--- config.mk ---
export PLATFORM = sky130hd
export DESIGN_NAME = regfile_ctrl
export DESIGN_NICKNAME = d
export VERILOG_FILES = /design/src/rtl/regfile_ctrl_pkg.sv /design/src/rtl/regfile_sel_decode.sv /design/src/rtl/regfile_ctrl.sv
export SDC_FILE = /design/constraint.sdc
export NUM_CORES = 1
export LEC_CHECK = 0
export CAP_MARGIN = 20
export CORE_MARGIN = 10
export CORE_UTILIZATION = 30
export CTS_BUF_LIST = sky130_fd_sc_hd__clkbuf_4
export DETAILED_ROUTE_END_ITERATION = 10
export SLEW_MARGIN = 20
export SYNTH_ARGS = -nofsm -noshare
export SYNTH_HDL_FRONTEND = slang
export SYNTH_HIERARCHICAL = 1
export SYNTH_SLANG_ARGS = --single-unit
--- constraint.sdc ---
create_clock -name Clock -period 1.8 [get_ports Clock]
set_input_delay 0.18 -clock Clock [delete_from_list [all_inputs] [get_ports Clock]]
set_output_delay 0.18 -clock Clock [all_outputs]
set_load 0.01 [all_outputs]
--- src/rtl/regfile_ctrl_pkg.sv ---
// rtl/regfile_ctrl_pkg.sv - shared op codes, FunSel codes, sequencer states and defaults for regfile_ctrl
package regfile_ctrl_pkg;

    typedef enum logic [2:0] {
        OP_NOP  = 3'b000,
        OP_LDI  = 3'b001,
        OP_MOV  = 3'b010,
        OP_INC  = 3'b011,
        OP_DEC  = 3'b100,
        OP_CLR  = 3'b101,
        OP_SWAP = 3'b110,
        OP_READ = 3'b111
    } op_e;

    typedef enum logic [2:0] {
        FS_DEC  = 3'b000,
        FS_INC  = 3'b001,
        FS_LOAD = 3'b010,
        FS_CLR  = 3'b011
    } funsel_e;

    typedef enum logic [2:0] {
        ST_IDLE = 3'd0,
        ST_EXEC = 3'd1,
        ST_SW1  = 3'd2,
        ST_SW2  = 3'd3,
        ST_SW3  = 3'd4,
        ST_DONE = 3'd5
    } state_e;

    localparam int         DEFAULT_DATA_W  = 16;
    localparam logic [2:0] DEFAULT_TMP_IDX = 3'd7;

    // A swap touching the temporary register would clobber its own staging value.
    function automatic logic swap_conflict(input logic [2:0] dst, input logic [2:0] src,
                                           input logic [2:0] tmp);
        return (dst == tmp) || (src == tmp);
    endfunction

endpackage

--- src/rtl/regfile_sel_decode.sv ---
// rtl/regfile_sel_decode.sv - index plus write strobe to active-low RegSel/ScrSel enable pair
module regfile_sel_decode (
    input  logic [2:0] i_idx,
    input  logic       i_we,
    output logic [3:0] o_reg_sel,
    output logic [3:0] o_scr_sel
);

    // Index 0 maps to bit 3 within each bank.
    always_comb begin
        o_reg_sel = 4'b1111;
        o_scr_sel = 4'b1111;
        if (i_we) begin
            if (i_idx[2]) begin
                o_scr_sel[2'd3 - i_idx[1:0]] = 1'b0;
            end else begin
                o_reg_sel[2'd3 - i_idx[1:0]] = 1'b0;
            end
        end
    end

endmodule

--- src/rtl/regfile_ctrl.sv ---
// rtl/regfile_ctrl.sv - command sequencer driving register-file controls; REGFILE_CTRL_PERF_EN adds CmdCount
module regfile_ctrl
    import regfile_ctrl_pkg::*;
#(
    parameter int         DATA_W  = DEFAULT_DATA_W,
    parameter logic [2:0] TMP_IDX = DEFAULT_TMP_IDX
) (
    input  logic              Clock,
    input  logic              Reset,
    input  logic              CmdValid,
    output logic              CmdReady,
    input  logic [2:0]        CmdOp,
    input  logic [2:0]        CmdDst,
    input  logic [2:0]        CmdSrc,
    input  logic [DATA_W-1:0] CmdImm,
    output logic              Done,
    output logic              Err,
    output logic [DATA_W-1:0] RdData,
    output logic [DATA_W-1:0] RF_I,
    output logic [2:0]        RF_FunSel,
    output logic [3:0]        RF_RegSel,
    output logic [3:0]        RF_ScrSel,
    output logic [2:0]        RF_OutASel,
    output logic [2:0]        RF_OutBSel,
    input  logic [DATA_W-1:0] RF_OutA
`ifdef REGFILE_CTRL_PERF_EN
    ,
    output logic [15:0]       CmdCount
`endif
);

    state_e            r_state;
    state_e            w_next;
    op_e               r_op;
    logic [2:0]        r_dst;
    logic [2:0]        r_src;
    logic [DATA_W-1:0] r_imm;
    logic [DATA_W-1:0] r_rd_data;
    logic              w_accept;
    logic              w_swap_go;
    logic              w_we;
    logic [2:0]        w_idx;
    funsel_e           w_funsel;

    assign CmdReady  = (r_state == ST_IDLE) && !Reset;
    assign w_accept  = CmdValid && CmdReady;
    assign w_swap_go = (op_e'(CmdOp) == OP_SWAP) && (CmdDst != CmdSrc)
                       && !swap_conflict(CmdDst, CmdSrc, TMP_IDX);

    always_ff @(posedge Clock) begin
        if (Reset) begin
            r_state <= ST_IDLE;
        end else begin
            r_state <= w_next;
        end
    end

    always_ff @(posedge Clock) begin
        if (Reset) begin
            r_op      <= OP_NOP;
            r_dst     <= '0;
            r_src     <= '0;
            r_imm     <= '0;
            r_rd_data <= '0;
        end else begin
            if (w_accept) begin
                r_op  <= op_e'(CmdOp);
                r_dst <= CmdDst;
                r_src <= CmdSrc;
                r_imm <= CmdImm;
            end
            if ((r_state == ST_EXEC) && (r_op == OP_READ)) begin
                r_rd_data <= RF_OutA;
            end
        end
    end

    // A valid swap skips EXEC so its three writes start right after acceptance.
    always_comb begin
        w_next = r_state;
        case (r_state)
            ST_IDLE: if (w_accept) w_next = w_swap_go ? ST_SW1 : ST_EXEC;
            ST_EXEC: w_next = ST_DONE;
            ST_SW1:  w_next = ST_SW2;
            ST_SW2:  w_next = ST_SW3;
            ST_SW3:  w_next = ST_DONE;
            ST_DONE: w_next = ST_IDLE;
            default: w_next = ST_IDLE;
        endcase
    end

    always_comb begin
        w_we       = 1'b0;
        w_idx      = r_dst;
        w_funsel   = FS_LOAD;
        RF_OutASel = 3'd0;
        RF_I       = '0;
        case (r_state)
            ST_EXEC: begin
                case (r_op)
                    OP_LDI:  begin w_we = 1'b1; RF_I = r_imm; end
                    OP_MOV:  begin w_we = 1'b1; RF_OutASel = r_src; RF_I = RF_OutA; end
                    OP_INC:  begin w_we = 1'b1; w_funsel = FS_INC; end
                    OP_DEC:  begin w_we = 1'b1; w_funsel = FS_DEC; end
                    OP_CLR:  begin w_we = 1'b1; w_funsel = FS_CLR; end
                    OP_READ: RF_OutASel = r_src;
                    default: ;
                endcase
            end
            ST_SW1: begin w_we = 1'b1; w_idx = TMP_IDX; RF_OutASel = r_src;   RF_I = RF_OutA; end
            ST_SW2: begin w_we = 1'b1; w_idx = r_src;   RF_OutASel = r_dst;   RF_I = RF_OutA; end
            ST_SW3: begin w_we = 1'b1; w_idx = r_dst;   RF_OutASel = TMP_IDX; RF_I = RF_OutA; end
            default: ;
        endcase
    end

    assign RF_FunSel  = w_funsel;
    assign RF_OutBSel = r_dst;
    assign RdData     = r_rd_data;
    assign Done       = (r_state == ST_DONE);
    assign Err        = Done && (r_op == OP_SWAP) && swap_conflict(r_dst, r_src, TMP_IDX);

    // Reset gates the strobe so an aborted command cannot land a write on the reset edge.
    regfile_sel_decode u_sel_decode (
        .i_idx     (w_idx),
        .i_we      (w_we && !Reset),
        .o_reg_sel (RF_RegSel),
        .o_scr_sel (RF_ScrSel)
    );

`ifdef REGFILE_CTRL_PERF_EN
    logic [15:0] r_cmd_count;

    always_ff @(posedge Clock) begin
        if (Reset) begin
            r_cmd_count <= '0;
        end else if (Done && !Err && (r_cmd_count != 16'hFFFF)) begin
            r_cmd_count <= r_cmd_count + 16'd1;
        end
    end

    assign CmdCount = r_cmd_count;
`endif

endmodule

==> impl_metrics.env <==
export IMPL_slew_headroom_pct=64.85
export IMPL_place_area_mm2=0.003462
export IMPL_io_pins=96
export IMPL_cts_tree="built"
export IMPL_antenna_found_initial=1
export IMPL_dp_slack_ps=-222.6
export IMPL_powerDensity_mw_per_mm2=1006
export IMPL_crit_fanout=5
export IMPL_dr_wl_met3_um=332
export IMPL_outcome="finished with violations"
export IMPL_synthSimpleGateAreaFrac_pct=36.48
export IMPL_rrSetupSlack_ps=110
export IMPL_ant_nets=0
export IMPL_start_util_pct=30.85
export IMPL_synthesis_area_mm2=0.002226
export IMPL_cts_buffers=5
export IMPL_drv_cap=0
export IMPL_p_sw_share_pct=35.39
export IMPL_hold_class="primary input to flip-flop"
export IMPL_place_gp_congestion=0.8349
export IMPL_avgSynthCellArea_um2=8.124
export IMPL_cts_root_buf="clkbuf_4"
export IMPL_synth_compound_area_share_pct=16.02
export IMPL_vias_per_cell=4.728
export IMPL_grt_max_degree=45
export IMPL_cp_end_kind="primary output"
export IMPL_ys_ff_latch=44
export IMPL_drtIter0Drc=87
export IMPL_ys_types=42
export IMPL_ys_seq_area_share_pct=39.57
export IMPL_seq_area_um2=892.1
export IMPL_synth_edf_count=0
export IMPL_overflow=0
export IMPL_p_leak_nw=1.460
export IMPL_routed_top_layer="met4"
export IMPL_drt_pass1_iter_count=4
export IMPL_met2_length_um=3870
export IMPL_pwr_share_comb_pct=48.8
export IMPL_grt_total_usage_pct=13.33
export IMPL_hpwlAfterDp_um=5989
export IMPL_sequentialPowerShare_pct=33.8
export IMPL_power_mw=3.680
export IMPL_final_common_cell="nand2_1"
export IMPL_reg2reg_depth=6
export IMPL_htree_levels=2
export IMPL_timing_worst_slew_pin_value_ps=527.2
export IMPL_synth_top_family_by_area="simple AND/OR/NAND/NOR gates"
export IMPL_cp_start_kind="flip-flop"
export IMPL_synth_top_area_share_pct=39.57
export IMPL_final_setup_tns_ps=-2994
export IMPL_core_area_mm2=0.007214
export IMPL_critPathArrivalTime_ps=1870
export IMPL_clockBufferDepth=2
export IMPL_clock_fmax_ghz=0.4876
export IMPL_power_frac_clock_pct=17.4
export IMPL_portBuffers=94
export IMPL_layout_common_cells="nand2_1, clkdlybuf4s50_1, dfxtp_1"
export IMPL_postCtsHoldBufs=0
export IMPL_dieArea_mm2=0.01126
export IMPL_die_w_um=106.1
export IMPL_setup_viol=27
export IMPL_worst_slack_ps=-250.7
export IMPL_whs_path_depth=3
export IMPL_syn_to_final_growth_pct=64.31
export IMPL_nets=440
export IMPL_clock_latency_ps=360
export IMPL_synth_nets=318
export IMPL_netlist_instances=274
export IMPL_ys_top_cells_by_area="dfxtp_1, nand2_1, nand3b_1"
export IMPL_drc=0
export IMPL_synth_warning_count=6
export IMPL_first_global_vias=2254
export IMPL_violations="setup timing"
export IMPL_layout_drive_gt1_share_pct=25.69
export IMPL_wire_per_inst_um=16.15
export IMPL_routed_wl_um=8026
export IMPL_muxShareOfSynthArea_pct=0
export IMPL_grt_pass1_wl_um=12200
export IMPL_timing_rr_start="r_state[1]"
export IMPL_fill_cells=691
export IMPL_peakVddDrop_uv=353.6
export IMPL_synth_fa_ha_area_share_pct=0
export IMPL_rsz0062_at_grt="true"
export IMPL_final_area_mm2=0.003657
export IMPL_met1_length_um=3681
export IMPL_min_to="r_imm[13]"
export IMPL_clock_skew_ps=12.83
export IMPL_finalMaxSlewViolations=0
export IMPL_final_cells=497
export IMPL_synth_top_flop_cell="dfxtp_1"
export IMPL_hp_start="CmdImm[13]"
export IMPL_rows=31
export IMPL_numPlacedInstances=480
export IMPL_timing_final_crit_share_pct=113.9
export IMPL_cts_sinks=44
export IMPL_hold_viol_final=0
export IMPL_synthXorXnorAreaFrac_pct=1.967
export IMPL_p_switching_mw=1.302
export IMPL_required_ps=1620
export IMPL_clk_pin_slew_ps=140
export IMPL_synth_largest_area_cell="dfxtp_1"
export IMPL_num_vias=2350
export IMPL_finalCriticalPeriod_ps=2051
export IMPL_crit_type="flip-flop to primary output"
export IMPL_p_int_mw=2.378
export IMPL_r2r_end="RdData[7]"
export IMPL_async_flop_share_pct=0
export IMPL_multi_input_area_mm2=0.001315
export IMPL_die_h_um=106.1
worst max-delay path, stage by stage, from the launching register on:
cell,delay [ps]
dfxtp_2,390
or3_1,120
a31oi_1,90
o21a_1,190
nor2_2,110
or4b_1,440
buf_2,160
cells by family (layout without fill, tap and decap cells):
family	count (synthesis)	in the layout
AOI/OAI and AO/OA	52	52
DFF	44	44
other	1	2
xor gates and xnor gates	5	5
and+or+nand+nor	151	151
buffers and inverters	21	144
metrics by stage:
stage	util, %	hold slack (ps)
2_1_floorplan	-	279.0
3_3_place_gp	47.99	441.7
3_5_place_dp	47.99	446.3
4_1_cts	50.00	323.1
5_1_grt	50.69	326.9
6_report	50.69	336.3
routing by layer:
layer | vias to the layer above | global-route usage, %
li1 | 1192 | -
met1 | 1089 | 16.80
met2 | 61 | 21.69
met3 | 8 | 3.080
met4 | 0 | 4.836
met5 | - | 0
worst max path at each step:
stage | from | end | slack [ps]
final | r_op[1] | RF_RegSel[3] | -250
after floorplan | r_state[2] | RF_RegSel[3] | 20
after global placement | r_state[0] | RF_RegSel[3] | -220
after global routing | r_op[1] | RF_RegSel[3] | -310
after CTS | r_state[1] | RF_RegSel[3] | -220
after detailed placement | r_state[0] | RF_RegSel[3] | -220
final cells by class:
cell class | instances | share of cell area [%]
Inverter | 2 | 0.2053
Sequential cell | 44 | 24.39
Multi-Input combinational cell | 209 | 35.96
Tap cell | 99 | 3.387
Clock buffer | 5 | 1.026
Clock inverter | 3 | 1.266
Antenna cell | 1 | 0.06842
Timing Repair Buffer | 134 | 33.70
synthesized netlist by cell type, drive strengths merged (2+ instances only):
library cell,count
a221o,3
nand2,90
a21oi,20
and2,3
nor3,2
nand3,4
dfxtp,44
xnor2,4
nor2,7
nand3b,25
or2b,2
nor2b,2
clkbuf,6
nand4b,3
inv,2
nand4bb,4
buf,13
a22o,16
nand2b,2
a31oi,4
o21ai,5
sequential cells by signal (all words and copies together) (netlist names):
register    cells
r_src           3
r_state         3
RF_OutBSel      3
RdData         16
r_op            3
r_imm          16
power groups by stage:
stage	clock network [mW]	registers (mW)	logic, mW
finish	0.640	1.24	1.80
global route	0.693	1.26	1.92
CTS	0.656	1.24	1.78
detailed placement	0	1.24	1.63
global placement	0	1.24	1.62
floorplan	0	1.24	0.769
what timing repair did:
item / in CTS / in global routing
pin swaps: 13 / 10
setup endpoints to repair: 32 / 32
resized for setup: 159 / 12
hold endpoints to repair: 0 / 0
gates cloned: 1 / 0
setup buffers: 4 / 5
Power figures use the tool's default switching activity.
==> patch: new RTL, config.mk and constraints unchanged <==
Set the package constant `DEFAULT_DATA_W` to 32 (it was 16).
--- a/src/rtl/regfile_ctrl_pkg.sv
+++ b/src/rtl/regfile_ctrl_pkg.sv
@@ -28,7 +28,7 @@
         ST_DONE = 3'd5
     } state_e;
 
-    localparam int         DEFAULT_DATA_W  = 16;
+    localparam int         DEFAULT_DATA_W  = 32;
     localparam logic [2:0] DEFAULT_TMP_IDX = 3'd7;
 
     // A swap touching the temporary register would clobber its own staging value.
Ports: changed (resized CmdImm, RF_I, RF_OutA and RdData); port bits go from 96 to 160. The function was not compared with the original's and may differ.
==> patch against the unedited design <==
- the flow still finishes with violations (negative setup slack)
- area after synthesis rose by 57%
- routed wire length rose by 91%
- via count rose by 67%
- utilization rose by 4.8 points
- total power rose by 7.3%
- register-to-register slack got worse by 0.11 ns
- cell area rose by 73%
- critical path depth did not move
- sequential cell count rose by 32
- setup slack got worse by 0.18 ns
==> patch: results (changes against the unedited design) <==
- Number of global-route vias before repair: 4,002 (+78%)
- Initial antenna violation count: 3 (+2)
- Status: complete, but fails checks
- Final WS setup: -0.436 ns (-0.185 ns)
- Worst-Skew Late Latency: 0.40 ns (+0.04 ns)
- Crit Path Max Fanout: 5 (unchanged)
- Register area share after synthesis: 43.5% (+3.9 points)
- Via Count: 3,924 (+67%)
- Root Driver: clkbuf_4
- Synthesized net count: 516 (+62%)
- DP HPWL: 9780 µm (+63%)
- Initial DRC count: 187 (+110%)
- Leakage: 2.55 nW (+74%)
- Final WL: 15,300 µm (+91%)
- Nets@finish: 722 (+64%)
- Largest stage delay, worst path: 0.48 ns (+0.04 ns)
- Htree depth: 3 (+1)
- Routability Congestion: 0.900 (+7.7%)
- Post-synth top cells: nand2_1 (155), dfxtp_1 (76), nand3b_1 (42)
- Violated checks: negative setup slack
- TritonCTS Buffers: 9 (+4)
- Worst vdd ir: 0.382 mV (+8.1%)
- Largest net degree at the start of global routing: 76 (+69%)
- Synth cell types: 37 (-12%)
- Final setup vio count: 44 (+63%)
- Async SR Flop Fraction: 0% (unchanged)
- Worst r2r path cells: 6 (unchanged)
- Pint: 2.74 mW (+15%)
- First-pass GRT wire length: 22,000 µm (+80%)
- Clock Pin Slew Worst Setup and Hold Paths: 0.14 ns (about the same)
- Filler Cells Inserted: 1,060 (+53%)
- Port bufs: 158 (+68%)
- Slowest cell on crit path: or4b_4
- Hold Path Cell Cnt: 3 (unchanged)
- Setup TNS: -13.20 ns (-10.21 ns)
- Fin Clk Skew: 0.0198 ns (+0.00701 ns)
- Total track usage: 16.7% (+3.4 points)
- Synth Flop Type: dfxtp_1
- Share of cells above drive strength 1: 34.6% (+8.9 points)
- Worst slack at placement: -0.353 ns (-0.131 ns)
- Synth top area cells: dfxtp_1 (44%), nand2_1 (17%), nand3b_1 (9.0%), a22o_1 (8.0%), a21oi_1 (5.2%)
- Relative slew slack: 42.2% (-23 points)
==> patch: changes by cell type in the layout (fill, tap and decap cells not counted), moves of 16 or more <==
cell             change
a21oi_2             +25
nand3b_1            +17
nand2_1             +32
buf_2               +18
dfxtp_1             +29
a22o_1              +16
clkdlybuf4s50_1     +47
nand2_4             +19
==> patch: final cells by class <==
type / instances / area, µm² / share of cell area [%]
Clock buffer: 11 / 82.6 / 1.30
Multi-Input combinational cell: 326 / 2210 / 34.9
Antenna cell: 1 / 2.50 / 0.0395
Inverter: 1 / 3.75 / 0.0592
Clock inverter: 5 / 37.5 / 0.592
Sequential cell: 76 / 1540 / 24.3
Timing Repair Buffer: 232 / 2280 / 36.0
Tap cell: 143 / 179 / 2.82
==> patch: kinds of logic after synthesis <==
group                  after synthesis  synth area share, %
buffers and inverters               38                 5.44
flip-flops                          76                 43.5
other                                1                0.107
AND/OR/NAND/NOR                    238                 33.8
AO/OA/AOI/OAI                       82                 15.9
XOR/XNOR                             5                 1.25
==> patch: power by group through the flow <==
stage / Sequential, mW / Clock, mW / Combinational, mW
after floorplan: 1.85 / 0 / 0.421
after global placement: 1.87 / 0 / 0.971
after detailed placement: 1.87 / 0 / 0.981
after CTS: 1.84 / 0.986 / 1.08
after global routing: 1.85 / 1.05 / 1.24
final: 1.84 / 0.953 / 1.16
==> patch: metrics by stage <==
step | hold WS (ns) | cells | cell area, µm² | utilization, %
finish | 0.293 | 795 | 6340 | 55.5
global route | 0.270 | 795 | 6340 | 55.5
CTS | 0.259 | 789 | 5840 | 51.1
detailed placement | 0.450 | 746 | 5480 | 48.0
global placement | 0.443 | 746 | 5480 | 48.0
floorplan | 0.279 | 440 | 3530 | -
==> patch: metal layers <==
| metal | global-route usage [%] | vias to the layer above | wire length, µm |
|---|---|---|---|
| met3 | 6.12 | 24 | 1270 |
| li1 | - | 1918 | - |
| met4 | 6.09 | 4 | 323 |
| met1 | 20.2 | 1837 | 6410 |
| met5 | 0 | - | 27 |
| met2 | 26.7 | 141 | 7260 |
==> patch: worst paths after layout <==
| path | start | end | slack, ns |
|---|---|---|---|
| setup / recovery | r_state[0] | RF_RegSel[3] | -0.44 |
| hold / removal | CmdImm[30] | r_imm[30] | 0.29 |
| setup reg to reg | r_state[1] | RdData[22] | 0 |
| hold reg to reg | RdData[11] | RdData[11] | 0.48 |
==> patch: what timing repair did <==
action	4_1_cts	5_1_grt
gates cloned	5	6
setup buffers	23	2
endpoints found under the setup margin	49	104
hold buffers	0	0
gates resized for setup	246	111
pin swaps	17	77
==> patch: critical path, delay by kind of cell, from the launching register on <==
family / cells / cell delay [ns]
compound gates: 2 / 0.48
simple gates: 2 / 0.53
flops: 1 / 0.39
buf+inv: 2 / 0.25
